==> config.mk <==
export PLATFORM = sky130hd
export DESIGN_NAME = vga_hvsync_gen
export DESIGN_NICKNAME = d
export VERILOG_FILES = /design/src/rtl/vga_hvsync_gen_pkg.sv /design/src/rtl/vga_hvsync_gen_timing_counter.sv /design/src/rtl/vga_hvsync_gen.sv
export SDC_FILE = /design/constraint.sdc
export NUM_CORES = 1
export LEC_CHECK = 0
export BUFFER_PORTS_ARGS = -buffer_cell sky130_fd_sc_hd__buf_2
export CAP_MARGIN = 20
export CORE_MARGIN = 1.5
export CORE_UTILIZATION = 45
export CTS_BUF_LIST = sky130_fd_sc_hd__clkbuf_4 sky130_fd_sc_hd__clkbuf_8
export CTS_CLUSTER_SIZE = 16
export DETAILED_ROUTE_END_ITERATION = 10
export GPL_TIMING_DRIVEN = 1
export HOLD_SLACK_MARGIN = 0.06
export PLACE_DENSITY = 0.7
export SYNTH_ARGS = -nofsm -noshare
export SYNTH_HDL_FRONTEND = slang
export SYNTH_SLANG_ARGS = --single-unit
export TNS_END_PERCENT = 100
==> constraint.sdc <==
create_clock -name clk -period 2.8 [get_ports clk]
set_input_delay 0.56 -clock clk [delete_from_list [all_inputs] [get_ports clk]]
set_output_delay 0.56 -clock clk [all_outputs]
set_load 0.01 [all_outputs]
==> src/rtl/vga_hvsync_gen_pkg.sv <==
`timescale 1ns/1ps
`default_nettype none
//==============================================================================
// Module : vga_hvsync_gen_pkg
// Desc   : Shared video timing constants and counter widths for the Pong path.
// Rev    : 1.0 - initial release
//==============================================================================
package vga_hvsync_gen_pkg;

  localparam int c_H_ACTIVE     = 640;
  localparam int c_H_TOTAL      = 768;
  localparam int c_H_SYNC_START = 720;
  localparam int c_H_SYNC_LEN   = 16;

  localparam int c_V_ACTIVE     = 480;
  localparam int c_V_TOTAL      = 512;
  localparam int c_V_SYNC_START = 500;
  localparam int c_V_SYNC_LEN   = 1;

  localparam int c_CX_W = 10;
  localparam int c_CY_W = 9;

endpackage

`default_nettype wire

==> src/rtl/vga_hvsync_gen_timing_counter.sv <==
`timescale 1ns/1ps
`default_nettype none
//==============================================================================
// Module : vga_timing_counter
// Desc   : One raster axis: wrapping counter with registered sync/active flags.
// Rev    : 1.0 - initial release
//==============================================================================
module vga_timing_counter #(
  parameter int W          = 10,
  parameter int TOTAL      = 768,
  parameter int SYNC_START = 720,
  parameter int SYNC_LEN   = 16,
  parameter int ACTIVE     = 640
) (
  input  logic         clk,
  input  logic         reset,
  input  logic         inc,
  output logic [W-1:0] count,
  output logic         wrap,
  output logic         sync_n,
  output logic         active
);

  localparam logic [W-1:0] c_LAST    = W'(TOTAL - 1);
  localparam logic [W:0]   c_SYNC_LO = (W+1)'(SYNC_START);
  localparam logic [W:0]   c_SYNC_HI = (W+1)'(SYNC_START + SYNC_LEN);
  localparam logic [W:0]   c_ACT     = (W+1)'(ACTIVE);

  logic [W-1:0] w_countNext;
  logic [W:0]   w_countExt;

  assign wrap = inc && (count == c_LAST);

  always_comb begin
    w_countNext = count;
    if (inc) begin
      w_countNext = (count == c_LAST) ? '0 : count + 1'b1;
    end
  end

  // Flags are decoded from the next count so they line up with count itself.
  assign w_countExt = {1'b0, w_countNext};

  always_ff @(posedge clk) begin
    if (reset) begin
      count  <= '0;
      sync_n <= 1'b1;
      active <= 1'b0;
    end else begin
      count  <= w_countNext;
      sync_n <= !((w_countExt >= c_SYNC_LO) && (w_countExt < c_SYNC_HI));
      active <= (w_countExt < c_ACT);
    end
  end

endmodule

`default_nettype wire

==> src/rtl/vga_hvsync_gen.sv <==
`timescale 1ns/1ps
`default_nettype none
//==============================================================================
// Module : vga_hvsync_gen
// Desc   : VGA raster timing: pixel/line counters, active-low syncs, display qualifier.
// Rev    : 1.0 - initial release
//==============================================================================
module vga_hvsync_gen
  import vga_hvsync_gen_pkg::*;
#(
  parameter int H_ACTIVE     = c_H_ACTIVE,
  parameter int H_TOTAL      = c_H_TOTAL,
  parameter int H_SYNC_START = c_H_SYNC_START,
  parameter int H_SYNC_LEN   = c_H_SYNC_LEN,
  parameter int V_ACTIVE     = c_V_ACTIVE,
  parameter int V_TOTAL      = c_V_TOTAL,
  parameter int V_SYNC_START = c_V_SYNC_START,
  parameter int V_SYNC_LEN   = c_V_SYNC_LEN
) (
  input  logic              clk,
  input  logic              reset,
  output logic              vga_h_sync,
  output logic              vga_v_sync,
  output logic              inDisplayArea,
  output logic [c_CX_W-1:0] CounterX,
  output logic [c_CY_W-1:0] CounterY
);

  logic w_hWrap;
  logic w_hActive;
  logic w_vActive;
  logic w_vWrapUnused;

  vga_timing_counter #(
    .W          (c_CX_W),
    .TOTAL      (H_TOTAL),
    .SYNC_START (H_SYNC_START),
    .SYNC_LEN   (H_SYNC_LEN),
    .ACTIVE     (H_ACTIVE)
  ) u_hCounter (
    .clk    (clk),
    .reset  (reset),
    .inc    (1'b1),
    .count  (CounterX),
    .wrap   (w_hWrap),
    .sync_n (vga_h_sync),
    .active (w_hActive)
  );

  // Lines advance only on the pixel edge where the horizontal counter wraps.
  vga_timing_counter #(
    .W          (c_CY_W),
    .TOTAL      (V_TOTAL),
    .SYNC_START (V_SYNC_START),
    .SYNC_LEN   (V_SYNC_LEN),
    .ACTIVE     (V_ACTIVE)
  ) u_vCounter (
    .clk    (clk),
    .reset  (reset),
    .inc    (w_hWrap),
    .count  (CounterY),
    .wrap   (w_vWrapUnused),
    .sync_n (vga_v_sync),
    .active (w_vActive)
  );

  assign inDisplayArea = w_hActive && w_vActive;

endmodule

`default_nettype wire

==> metrics.md <==
| Metric | Value |
|---|---|
| Final Setup Violations | 0 |
| Setup CP Type | reg2reg |
| GRT Max-Usage Layer | met2 |
| Worst Reg-to-Reg Cells | 8 |
| Number of routed nets with antenna violations | 0 |
| Die span in y | ~56 µm |
| Share of layout cells above drive strength 1 | 0.1930 |
| Final Max Tran Viols | 0 |
| R2R setup slack | 0.35 ns |
| GP Congestion | 0.8323 |
| Worst EP arrival | about 2.7 ns |
| Largest net degree at the start of global routing | 22 |
| CORE AREA | 2710 µm² |
| Ports | 24 |
| Die W | 56.15 µm |
| Setup TNS | 0 ns |
| Worst setup EP type | flip-flop |
| Final period util | 0.8758 |
| Tot GR Track Use | 0.1860 |
| Num CTS Buffers | 3 |
| Starting Density | 0.4691 |
| Area contributors post-synth | dfxtp_1 36%, nor2_1 5.0%, nor3_1 4.3% |
| Post-Synthesis Cells | 154 |
| Most frequent cell after synthesis | dfxtp_1 |
| RSZ-0062 raised after global routing | false |
| Clk_lat worst skew | 0.31 ns |
| Die ar. | 3153 µm² |
| Number of I/O port buffers | 23 |
| Met3 GRT Util | 0.02093 |
| Post-synth top cells | 23 x dfxtp_1, 17 x nor2_1, 12 x nand2_1 |
| Vias per cell | a little under 6 |
| Total grt overflow | 0 |
| Clock Root Buffer | clkbuf_4 |
| PwrDens | 361.8 nW/µm² |
| Post-synth EDFFs | 0 |
| Cell taking the most area after synthesis | dfxtp_1 |
| Max FO, Critical Path | 15 |
| Detailed-route via count | 1203 |
| H-tree level count | 1 |
| Sequential-to-total area share from yosys stat | 0.3622 |
| Final Total Pwr | roughly 510 µW |
| Top cell type's share of synthesized area | 0.3622 |
| Synth Flop Type | dfxtp_1 |
| CTS tree | built |
| Critical Path Source Type | flip-flop |
| First-pass GRT wire length | 4.678 mm |
| Share of async-settable or async-resettable flops after synthesis | 0 |
| Synthesized flop and latch total | 23 |
| Post-DP HPWL | between 1.5 and 2 mm |
| Fmax | 407.8 MHz |
| Vias in the first global route | 1080 |
| Setup Buffers After CTS | 0 |
| # fillers | 262 |
| YS warnings | 0 |
| Post-route minimum period | ~2.5 ns |
| First-pass iteration count of the detailed router | 4 |
| Cell Rows | 19 |
| Net count, final | between 150 and 200 |
| Worst Setup SP | u_vCounter.count[0]$_SDFF_PP0_ |
| Post-cts resize count | 0 |
| Setup crit end | u_vCounter.sync_n$_SDFF_PP1_ |
| Class of the worst hold path | reg2reg |
| # diodes | 0 |
| Status | finished clean |
| Clock Skew | around 0.012 ns |
| CTS clock-pin slew for the worst setup and hold paths | 0.13 ns |
| Routed length per instance | 13.64 µm |
| Worst hold start | u_vCounter.count[8]$_SDFF_PP0_ |
| Fin. Hold Viols | 0 |
| Rel. slew slack | 0.6823 |
| Residual DRC | 0 |
| Syn nets | 160 |
| Global routing met1 resource utilization | 0.2308 |
| Post-synthesis cell type count | 38 |
| Clock tree buffer depth | 2 |
| Hold buffer count at cts | 0 |
| Initial DRC count | 42 |
| Peak VDD IR | between 0.0002 and 0.0003 V |
| Post-Route WL | 2.755 mm |
| Syn_area_per_cell | between 8 and 9 µm² |
| Final core occ | 0.5189 |
| MaxCap Viol Count | 0 |
| Initial antenna violation count | 0 |
| Least-Margin Pin Slew | 0.4766 ns |
| Post-synthesis cell area | 1271 µm² |
| TritonCTS Sinks | 23 |
| RR Endpoint | u_vCounter.sync_n$_SDFF_PP1_ |
| Pleak | 0.5837 nW |
| Met2 Use GR | 0.3244 |
| Crit path required time | 3.00 ns |
| Layout area overhead | 10.63% |
| RR Startpoint | u_vCounter.count[0]$_SDFF_PP0_ |
-- worst max-delay path: stages (launching register included) --
cell and delay, ns:
dfxtp_1 0.41, ha_1 0.30, nand3_1 0.17, nor2_1 0.09
and3_1 0.19, ha_1 0.34, or4_4 0.57, a21oi_2 0.16
o2111ai_1 0.11
-- report_power, final --
group	leakage (nW)	switching [mW]	total, mW	internal [mW]
Sequential	0.187	0.00563	0.338	0.332
Clock	0.0177	0.0983	0.152	0.0533
Combinational	0.379	0.0114	0.0192	0.00786
Total	0.584	0.115	0.509	0.394
-- metal layers --
metal,vias to the layer above,share of wire
li1,609,-
met1,566,0.47
met2,26,0.49
met3,2,0.032
met4,0,0.0054
met5,-,0
-- layout by cell type, fill, tap and decap left out, types with 2 or more instances in the layout --
| cell | synthesis | routed |
|---|---|---|
| clkbuf_4 | 0 | 3 |
| nor2_1 | 17 | 17 |
| o21a_1 | 2 | 2 |
| buf_2 | 4 | 23 |
| nor4_1 | 3 | 3 |
| nand2_1 | 12 | 12 |
| o21ai_0 | 10 | 10 |
| a22oi_1 | 3 | 3 |
| dfxtp_1 | 23 | 23 |
| nor3_1 | 11 | 11 |
| xor2_1 | 3 | 3 |
| and4_1 | 2 | 2 |
| a21oi_1 | 8 | 8 |
| ha_1 | 4 | 4 |
| and3_1 | 5 | 5 |
| nand3b_1 | 4 | 4 |
| xnor2_1 | 3 | 3 |
| o2111ai_1 | 4 | 4 |
| a31oi_1 | 3 | 3 |
| nand3_1 | 9 | 9 |
-- logic make-up (layout without fill, tap and decap cells) --
logic type	after synthesis	in the layout	share of synthesized area
DFF	23	23	0.3622
AOI/OAI and AO/OA	37	37	0.1900
xor gates and xnor gates	6	6	0.04135
and+or+nand+nor	72	72	0.3159
buffers and inverters	11	28	0.04232
adders and majority gates	4	4	0.03937
muxes	1	1	0.008858
-- state kept, by name, summed over array words and instances (netlist names) --
signal and cells:
u_hCounter.count 10, u_vCounter.count 9, u_hCounter.active 1, u_hCounter.sync_n 1
u_vCounter.active 1, u_vCounter.sync_n 1
-- stage by stage --
stage	cells	setup WS [ns]	instance area [µm²]	hold WS [ns]
after global placement	198	0.4971	1379	0.4785
after floorplan	154	0.6655	1271	0.5045
after detailed placement	198	0.3859	1379	0.4822
after CTS	202	0.3711	1406	0.4976
final	202	0.3477	1406	0.4938
after global routing	202	0.1633	1406	0.5392
-- worst min-delay path by stage --
stage                                          end  slack, ns  depth (start not counted)
global placement    u_vCounter.count[8]$_SDFF_PP0_       0.48                          2
finish              u_vCounter.count[8]$_SDFF_PP0_       0.49                          2
detailed placement  u_vCounter.count[8]$_SDFF_PP0_       0.48                          2
CTS                 u_vCounter.count[8]$_SDFF_PP0_       0.50                          2
global route        u_vCounter.count[8]$_SDFF_PP0_       0.54                          2
floorplan           u_vCounter.count[8]$_SDFF_PP0_       0.50                          2
-- final cells by class --
cell class	instances	area, µm²	share of cell area
multi-input cells	120	757.0	0.5383
repair buffers	24	122.6	0.08719
well taps	31	38.79	0.02758
clock inverters	1	5.005	0.003559
clock buffers	3	22.52	0.01601
flip-flops and latches	23	460.4	0.3274
Power figures use the tool's default switching activity.
